==> src/rtl/sig_pkg.sv <==
// Shared types and constants for the sig_debounce input-conditioning stage.
package sig_pkg;

    typedef enum logic [0:0] {
        STABLE  = 1'b0,
        QUALIFY = 1'b1
    } deb_state_t;

    localparam int GLITCH_CNT_W    = 8;
    localparam int DEFAULT_CNT_MAX = 1000;

    // Saturating increment so the reject counter parks at its maximum.
    function automatic logic [GLITCH_CNT_W-1:0] sat_inc(input logic [GLITCH_CNT_W-1:0] v);
        logic [GLITCH_CNT_W-1:0] r;
        if (v == {GLITCH_CNT_W{1'b1}}) begin
            r = v;
        end else begin
            r = v + GLITCH_CNT_W'(1);
        end
        return r;
    endfunction

endpackage

==> src/rtl/sync_2ff.sv <==
// Two-flop synchroniser for an asynchronous single-bit input; resets to RESET_LEVEL.
module sync_2ff #(
    parameter logic RESET_LEVEL = 1'b0
) (
    input  logic clk,
    input  logic reset_n,
    input  logic d_i,
    output logic q_o
);

    logic s1_q;
    logic s2_q;

    // Metastability chain: only s2 is consumed downstream.
    always_ff @(posedge clk or negedge reset_n) begin
        if (!reset_n) begin
            s1_q <= RESET_LEVEL;
            s2_q <= RESET_LEVEL;
        end else begin
            s1_q <= d_i;
            s2_q <= s1_q;
        end
    end

    assign q_o = s2_q;

endmodule

==> src/rtl/sig_debounce.sv <==
// Synchronises and debounces a raw asynchronous input into a clean level.
// Optional reject counter enabled by SIG_DEBOUNCE_GLITCH_CNT_EN.
module sig_debounce
    import sig_pkg::*;
#(
    parameter int   CNT_MAX     = DEFAULT_CNT_MAX,
    parameter int   CNT_W       = $clog2(CNT_MAX),
    parameter logic RESET_LEVEL = 1'b0
) (
    input  logic clk,
    input  logic reset_n,
    input  logic d_raw,
    output logic d_clean,
    output logic busy
`ifdef SIG_DEBOUNCE_GLITCH_CNT_EN
    ,
    output logic [GLITCH_CNT_W-1:0] glitch_cnt
`endif
);

    localparam logic [CNT_W-1:0] CNT_LAST = CNT_W'(CNT_MAX - 1);

    logic             s2_s;
    deb_state_t       state_q, state_d;
    logic [CNT_W-1:0] cnt_q, cnt_d;
    logic             d_clean_q, d_clean_d;
    logic             busy_q, busy_d;
    logic             accept_s;
`ifdef SIG_DEBOUNCE_GLITCH_CNT_EN
    logic                    reject_s;
    logic [GLITCH_CNT_W-1:0] glitch_q, glitch_d;
`endif

    sync_2ff #(
        .RESET_LEVEL(RESET_LEVEL)
    ) u_sync (
        .clk    (clk),
        .reset_n(reset_n),
        .d_i    (d_raw),
        .q_o    (s2_s)
    );

    // State register: FSM, counter and all registered outputs.
    always_ff @(posedge clk or negedge reset_n) begin
        if (!reset_n) begin
            state_q   <= STABLE;
            cnt_q     <= {CNT_W{1'b0}};
            d_clean_q <= RESET_LEVEL;
            busy_q    <= 1'b0;
`ifdef SIG_DEBOUNCE_GLITCH_CNT_EN
            glitch_q  <= {GLITCH_CNT_W{1'b0}};
`endif
        end else begin
            state_q   <= state_d;
            cnt_q     <= cnt_d;
            d_clean_q <= d_clean_d;
            busy_q    <= busy_d;
`ifdef SIG_DEBOUNCE_GLITCH_CNT_EN
            glitch_q  <= glitch_d;
`endif
        end
    end

    // Next-state logic; the bounce check is tested before the terminal count so it wins a tie.
    always_comb begin
        state_d  = state_q;
        cnt_d    = cnt_q;
        accept_s = 1'b0;
`ifdef SIG_DEBOUNCE_GLITCH_CNT_EN
        reject_s = 1'b0;
`endif
        case (state_q)
            STABLE: begin
                if (s2_s != d_clean_q) begin
                    state_d = QUALIFY;
                    cnt_d   = CNT_W'(1);
                end else begin
                    cnt_d   = {CNT_W{1'b0}};
                end
            end
            QUALIFY: begin
                if (s2_s == d_clean_q) begin
                    state_d  = STABLE;
                    cnt_d    = {CNT_W{1'b0}};
`ifdef SIG_DEBOUNCE_GLITCH_CNT_EN
                    reject_s = 1'b1;
`endif
                end else if (cnt_q == CNT_LAST) begin
                    state_d  = STABLE;
                    cnt_d    = {CNT_W{1'b0}};
                    accept_s = 1'b1;
                end else begin
                    cnt_d    = cnt_q + CNT_W'(1);
                end
            end
            default: begin
                state_d = STABLE;
                cnt_d   = {CNT_W{1'b0}};
            end
        endcase
    end

    // Output logic: next values of the registered outputs.
    always_comb begin
        busy_d = (state_d == QUALIFY);
        if (accept_s) begin
            d_clean_d = s2_s;
        end else begin
            d_clean_d = d_clean_q;
        end
`ifdef SIG_DEBOUNCE_GLITCH_CNT_EN
        if (reject_s) begin
            glitch_d = sat_inc(glitch_q);
        end else begin
            glitch_d = glitch_q;
        end
`endif
    end

    assign d_clean = d_clean_q;
    assign busy    = busy_q;
`ifdef SIG_DEBOUNCE_GLITCH_CNT_EN
    assign glitch_cnt = glitch_q;
`endif

endmodule

==> config.mk <==
export PLATFORM = sky130hd
export DESIGN_NAME = sig_debounce
export DESIGN_NICKNAME = d
export VERILOG_FILES = /design/src/rtl/sig_pkg.sv /design/src/rtl/sync_2ff.sv /design/src/rtl/sig_debounce.sv
export SDC_FILE = /design/constraint.sdc
export NUM_CORES = 1
export LEC_CHECK = 0
export BUFFER_PORTS_ARGS = -buffer_cell sky130_fd_sc_hd__buf_2
export CAP_MARGIN = 10
export CORE_MARGIN = 8
export CORE_UTILIZATION = 49
export DETAILED_ROUTE_END_ITERATION = 10
export PLACE_DENSITY_LB_ADDON = 0.08
export SLEW_MARGIN = 15
export SYNTH_ARGS = -nofsm -noshare
export SYNTH_HDL_FRONTEND = slang
export SYNTH_SLANG_ARGS = --single-unit
==> constraint.sdc <==
create_clock -name clk -period 1.4 [get_ports clk]
set_input_delay 0.21 -clock clk [delete_from_list [all_inputs] [get_ports clk]]
set_output_delay 0.21 -clock clk [all_outputs]
set_load 0.01 [all_outputs]
* Word level (Yosys, flattened, before mapping)
Index checks and enable logic that the tools add are counted.
** Operators by class
- Add/subtract/negate cells :: 1
- Equality and inequality tests :: 3
- Multiplexer cells :: 11
- Bitwise logic cells :: 1
** Operators by type and width (count)
- $mux 10 :: 2
- $pmux 10 s2 :: 1
- $add 10x1->10 const B :: 1
- $eq 10x10->1 const B :: 1
- $mux 1 :: 7
- $pmux 1 s2 :: 1
- $eq 1x1->1 :: 1
- $ne 1x1->1 :: 1
- $not 1->1 :: 1
** Word-level totals
- Flip-flop bits (word level) :: 14
- Bits of input ports :: 3

* Depth between registers and ports, before layout
- Depth after elaboration :: 4
- Gate-level depth with buffers :: 5
- Depth with buffers taken out :: 5

* Hierarchy
Synthesis repeated with hierarchy kept, for this count alone.
** Unflattened totals
- Cells, all modules :: 62
- Area, all modules :: 674.4 um^2
** Modules (own cells, without submodules)
- sig_debounce :: instances 1, cells an instance 60, area an instance 624.3 um^2, sequential area each 300.3 um^2
- sync_2ff :: instances 1, cells an instance 2, area an instance 50.0 um^2, sequential area each 50.0 um^2

* Worst setup path before layout
OpenSTA, ideal clock, no wires.
- Kind :: reg2reg
- Start :: reg cnt_q[3]
- End :: reg d_clean_q, in the netlist d_clean
- Library setup time :: 0.125 ns
- Arrival :: 1.234 ns
- Required time :: 1.275 ns
- Slack :: 0.041 ns
- Cell stages (with the launch flop) :: 5
- Buffers on the path :: 0
- Clock period less this slack :: 1.359 ns
- Path through :: dfrtp_1 > nor4bb_1 > and2_4 > nand3_2 > mux2_4
** Between the ends
- Longest elaborated chain between the ends :: 4
** Ends and longest elaborated chain
- start, declared :: line sig_debounce.sv:25 : logic [CNT_W-1:0] cnt_q, cnt_d;
- start signal, assigned :: line sig_debounce.sv:47 : cnt_q <= {CNT_W{1'b0}};
- start signal, assigned :: line sig_debounce.sv:55 : cnt_q <= cnt_d;
- $eq 10x10->1 :: line sig_debounce.sv:88 : end else if (cnt_q == CNT_LAST) begin
- $mux 1 :: line sig_debounce.sv:88
- $mux 1 :: line sig_debounce.sv:82 : if (s2_s == d_clean_q) begin
- $mux 1 :: line sig_debounce.sv:72 : case (state_q)
- end signal, assigned :: line sig_debounce.sv:56 : d_clean_q <= d_clean_d;
- end, declared :: line sig_debounce.sv:26 : logic d_clean_q, d_clean_d;
No other way between the ends.
A chain may end at the register's enable or synchronous reset.

* Worst setup path after layout
- Start :: reg cnt_q[4]
- End :: reg d_clean_q, in the netlist d_clean
The elaborated chain is that of the path after synthesis.

==> run metrics <==
Synth Area per Inst=11.4 um^2; cell leakage power=0.382 nW; vias in the first global route=470; GPL Wtd Cong=0.706; Placeable Area=1250 um^2; count of mapped cells out of synthesis=56; Inserted Diodes=0; Reg2Reg Setup Slack=0.02 ns; Power Dens Cells=906 nW/um^2; Clock Sinks=14; CTS clock-pin slew for the worst setup and hold paths=0.08 ns; Setup Skew=0.000348 ns; port bufs=4; post-synthesis sequential area ratio=54.9%; pin count of the biggest net entering global routing=15; Worst Tran Pin Value=0.294 ns; Largest delay share family, worst path=simple AND/OR/NAND/NOR gates; Peak Freq=725 MHz; Worst EP required=1.57 ns; Period Utilization, post-route=98.5%; CTS tree=done; most frequent cells in the layout=dfrtp_1 (14), buf_4 (10), nor2_1 (6); area post-placement=744 um^2; clk buf depth=2; global-route wire length before repair=1.93 mm; router iterations before antenna repair=4; Critical Path Slowest Stage Cell=dfrtp_1; Worst Hold Class=primary input to flip-flop; total global routing overflow=0; hold path start=d_raw; layout cells sized above 1=39.2%; I/O pin cnt=5; max incr delay on CP=0.38 ns; # H-tree levels=1; fin nets=79; Critical Path End Type=flip-flop; count of unique library cells instantiated by Yosys=26; Worst Reg-to-Reg Cells=4; initial cell density of the core=50.9%; WP buf/inv=0; total wire length=1.15 mm; setup TNS=0 ns; Clk Latency, worst-skew pair=0.28 ns; placement-stage worst setup slack=0.000746 ns; TritonCTS Buffers=3; Area Growth Syn to Fin=29.0%; Post-Syn Area=638 um^2; antenna viol nets, final=0; Clock Root Buffer=clkbuf_4; residual DRC count=0; Routed wire per std cell=13.0 um; VDD IR max=675 uV; Final Cell Area=823 um^2; CP arrival=1.55 ns; slew margin rel.=80.4%; Final Setup Violations=0; number of max-cap violations=0; commonest non-fill, non-tap cell in the layout=dfrtp_1; Die W=52.1 um; critical-path maximum fanout=6; Critical Path Start Type=flip-flop; Fin. Hold Viols=0; Synth Warn #=0; fin. max-slew vios=0; Die H=52.1 um; Setup WS post-layout=0.0209 ns; Total Die Area=2710 um^2; vias per cell=5.26; reg2reg start=cnt_q[4]; crit path kind=flip-flop to flip-flop; cells along the critical path=nor4bb_1, and2_4, nand3_4, mux2_4; dpl hpwl=845 um; RSZ-0062 raised after global routing=true; Yosys reg bits=14; Row Count=13; worst hold margin=0.0323 ns; all-layer global routing usage=9.71%; status=finished, final reports clean; terminus of the critical flop-to-flop path=d_clean; Hold Path End=u_sync.s1_q; net count after synthesis=60; initial antenna violation count=0; Initial DRC Count=7; min Tclk post-route=1.38 ns; worst hold stages=1; Setup Fix Bufs, Post-CTS=0; Vias=468
## power by group
group | internal, mW | switching (mW) | leakage, nW
Clock | 0.158 | 0.124 | 0.0210
Combinational | 0.0217 | 0.0225 | 0.175
Sequential | 0.412 | 0.00742 | 0.186
## registers in the layout, summed over array words and instances, names as in the netlist
register,flops
u_sync.s1_q,1
cnt_q,10
busy,1
u_sync.q_o,1
d_clean,1
## cell usage after synthesis
master	count	area (um^2)
dfrtp_1	14	350
and3_1	1	6.26
mux2_4	1	15.0
o21a_1	1	7.51
nor3_1	1	5.00
a21o_2	3	26.3
and4_2	1	10.0
a311oi_1	1	8.76
a21oi_1	2	10.0
nand3_2	1	10.0
a31oi_1	1	6.26
a211oi_1	1	7.51
and2_4	1	8.76
inv_1	1	3.75
and2_2	1	7.51
ha_1	1	12.5
nand3_1	3	15.0
xor2_1	4	35.0
and2_0	1	6.26
nand2_1	3	11.3
nor4bb_1	1	10.0
buf_4	1	7.51
xnor2_1	2	17.5
nor2_1	7	26.3
or2_0	1	6.26
a21boi_0	1	7.51
## worst max path at each step
stage             start       end  slack, ns  cells past startpoint
2_1_floorplan  cnt_q[3]   d_clean       0.04                      4
3_3_place_gp   cnt_q[0]  cnt_q[9]       0.02                      4
3_5_place_dp   cnt_q[0]  cnt_q[9]     0.0007                      4
4_1_cts        cnt_q[3]   d_clean       0.02                      4
5_1_grt        cnt_q[4]   d_clean      -0.06                      4
6_report       cnt_q[4]   d_clean       0.02                      4
## layer usage
| metal | vias to the layer above | GRT usage, % | wire (um) |
|---|---|---|---|
| li1 | 230 | - | - |
| met1 | 225 | 11.3 | 545 |
| met2 | 8 | 14.6 | 534 |
| met3 | 5 | 2.56 | 32 |
| met4 | 0 | 7.96 | 40 |
| met5 | - | 0 | 0 |
## cell families (layout without fill, tap and decap cells)
group | Yosys count | count (layout) | share of synthesized area [%]
and+or+nand+nor | 22 | 22 | 19.2
DFF | 14 | 14 | 54.9
AOI/OAI and AO/OA | 10 | 10 | 11.6
xor gates and xnor gates | 6 | 6 | 8.24
buffers and inverters | 2 | 20 | 1.76
adders and majority gates | 1 | 1 | 1.96
muxes | 1 | 1 | 2.35
## timing repair
action	in CTS	in global routing
gates resized for setup	1	6
endpoints found under the setup margin	2	4
hold buffers	1	0
pin swaps	0	3
hold endpoints to repair	14	0
## area by class of cell
type,instances,area (um^2)
Multi-Input combinational cell,40,309
Fill cell,115,429
Inverter,1,3.75
Clock buffer,4,36.3
Tap cell,15,18.8
Sequential cell,14,350
Timing Repair Buffer,15,105
## stage by stage
step                      cells  total power [mW]  util, %
after detailed placement     84             0.466     59.4
after global routing         89             0.785     65.7
final                        89             0.746     65.7
after global placement       84             0.466     59.4
after CTS                    89             0.751     63.3
after floorplan              56             0.442        -
No activity file was read; power rests on OpenSTA's default activity.
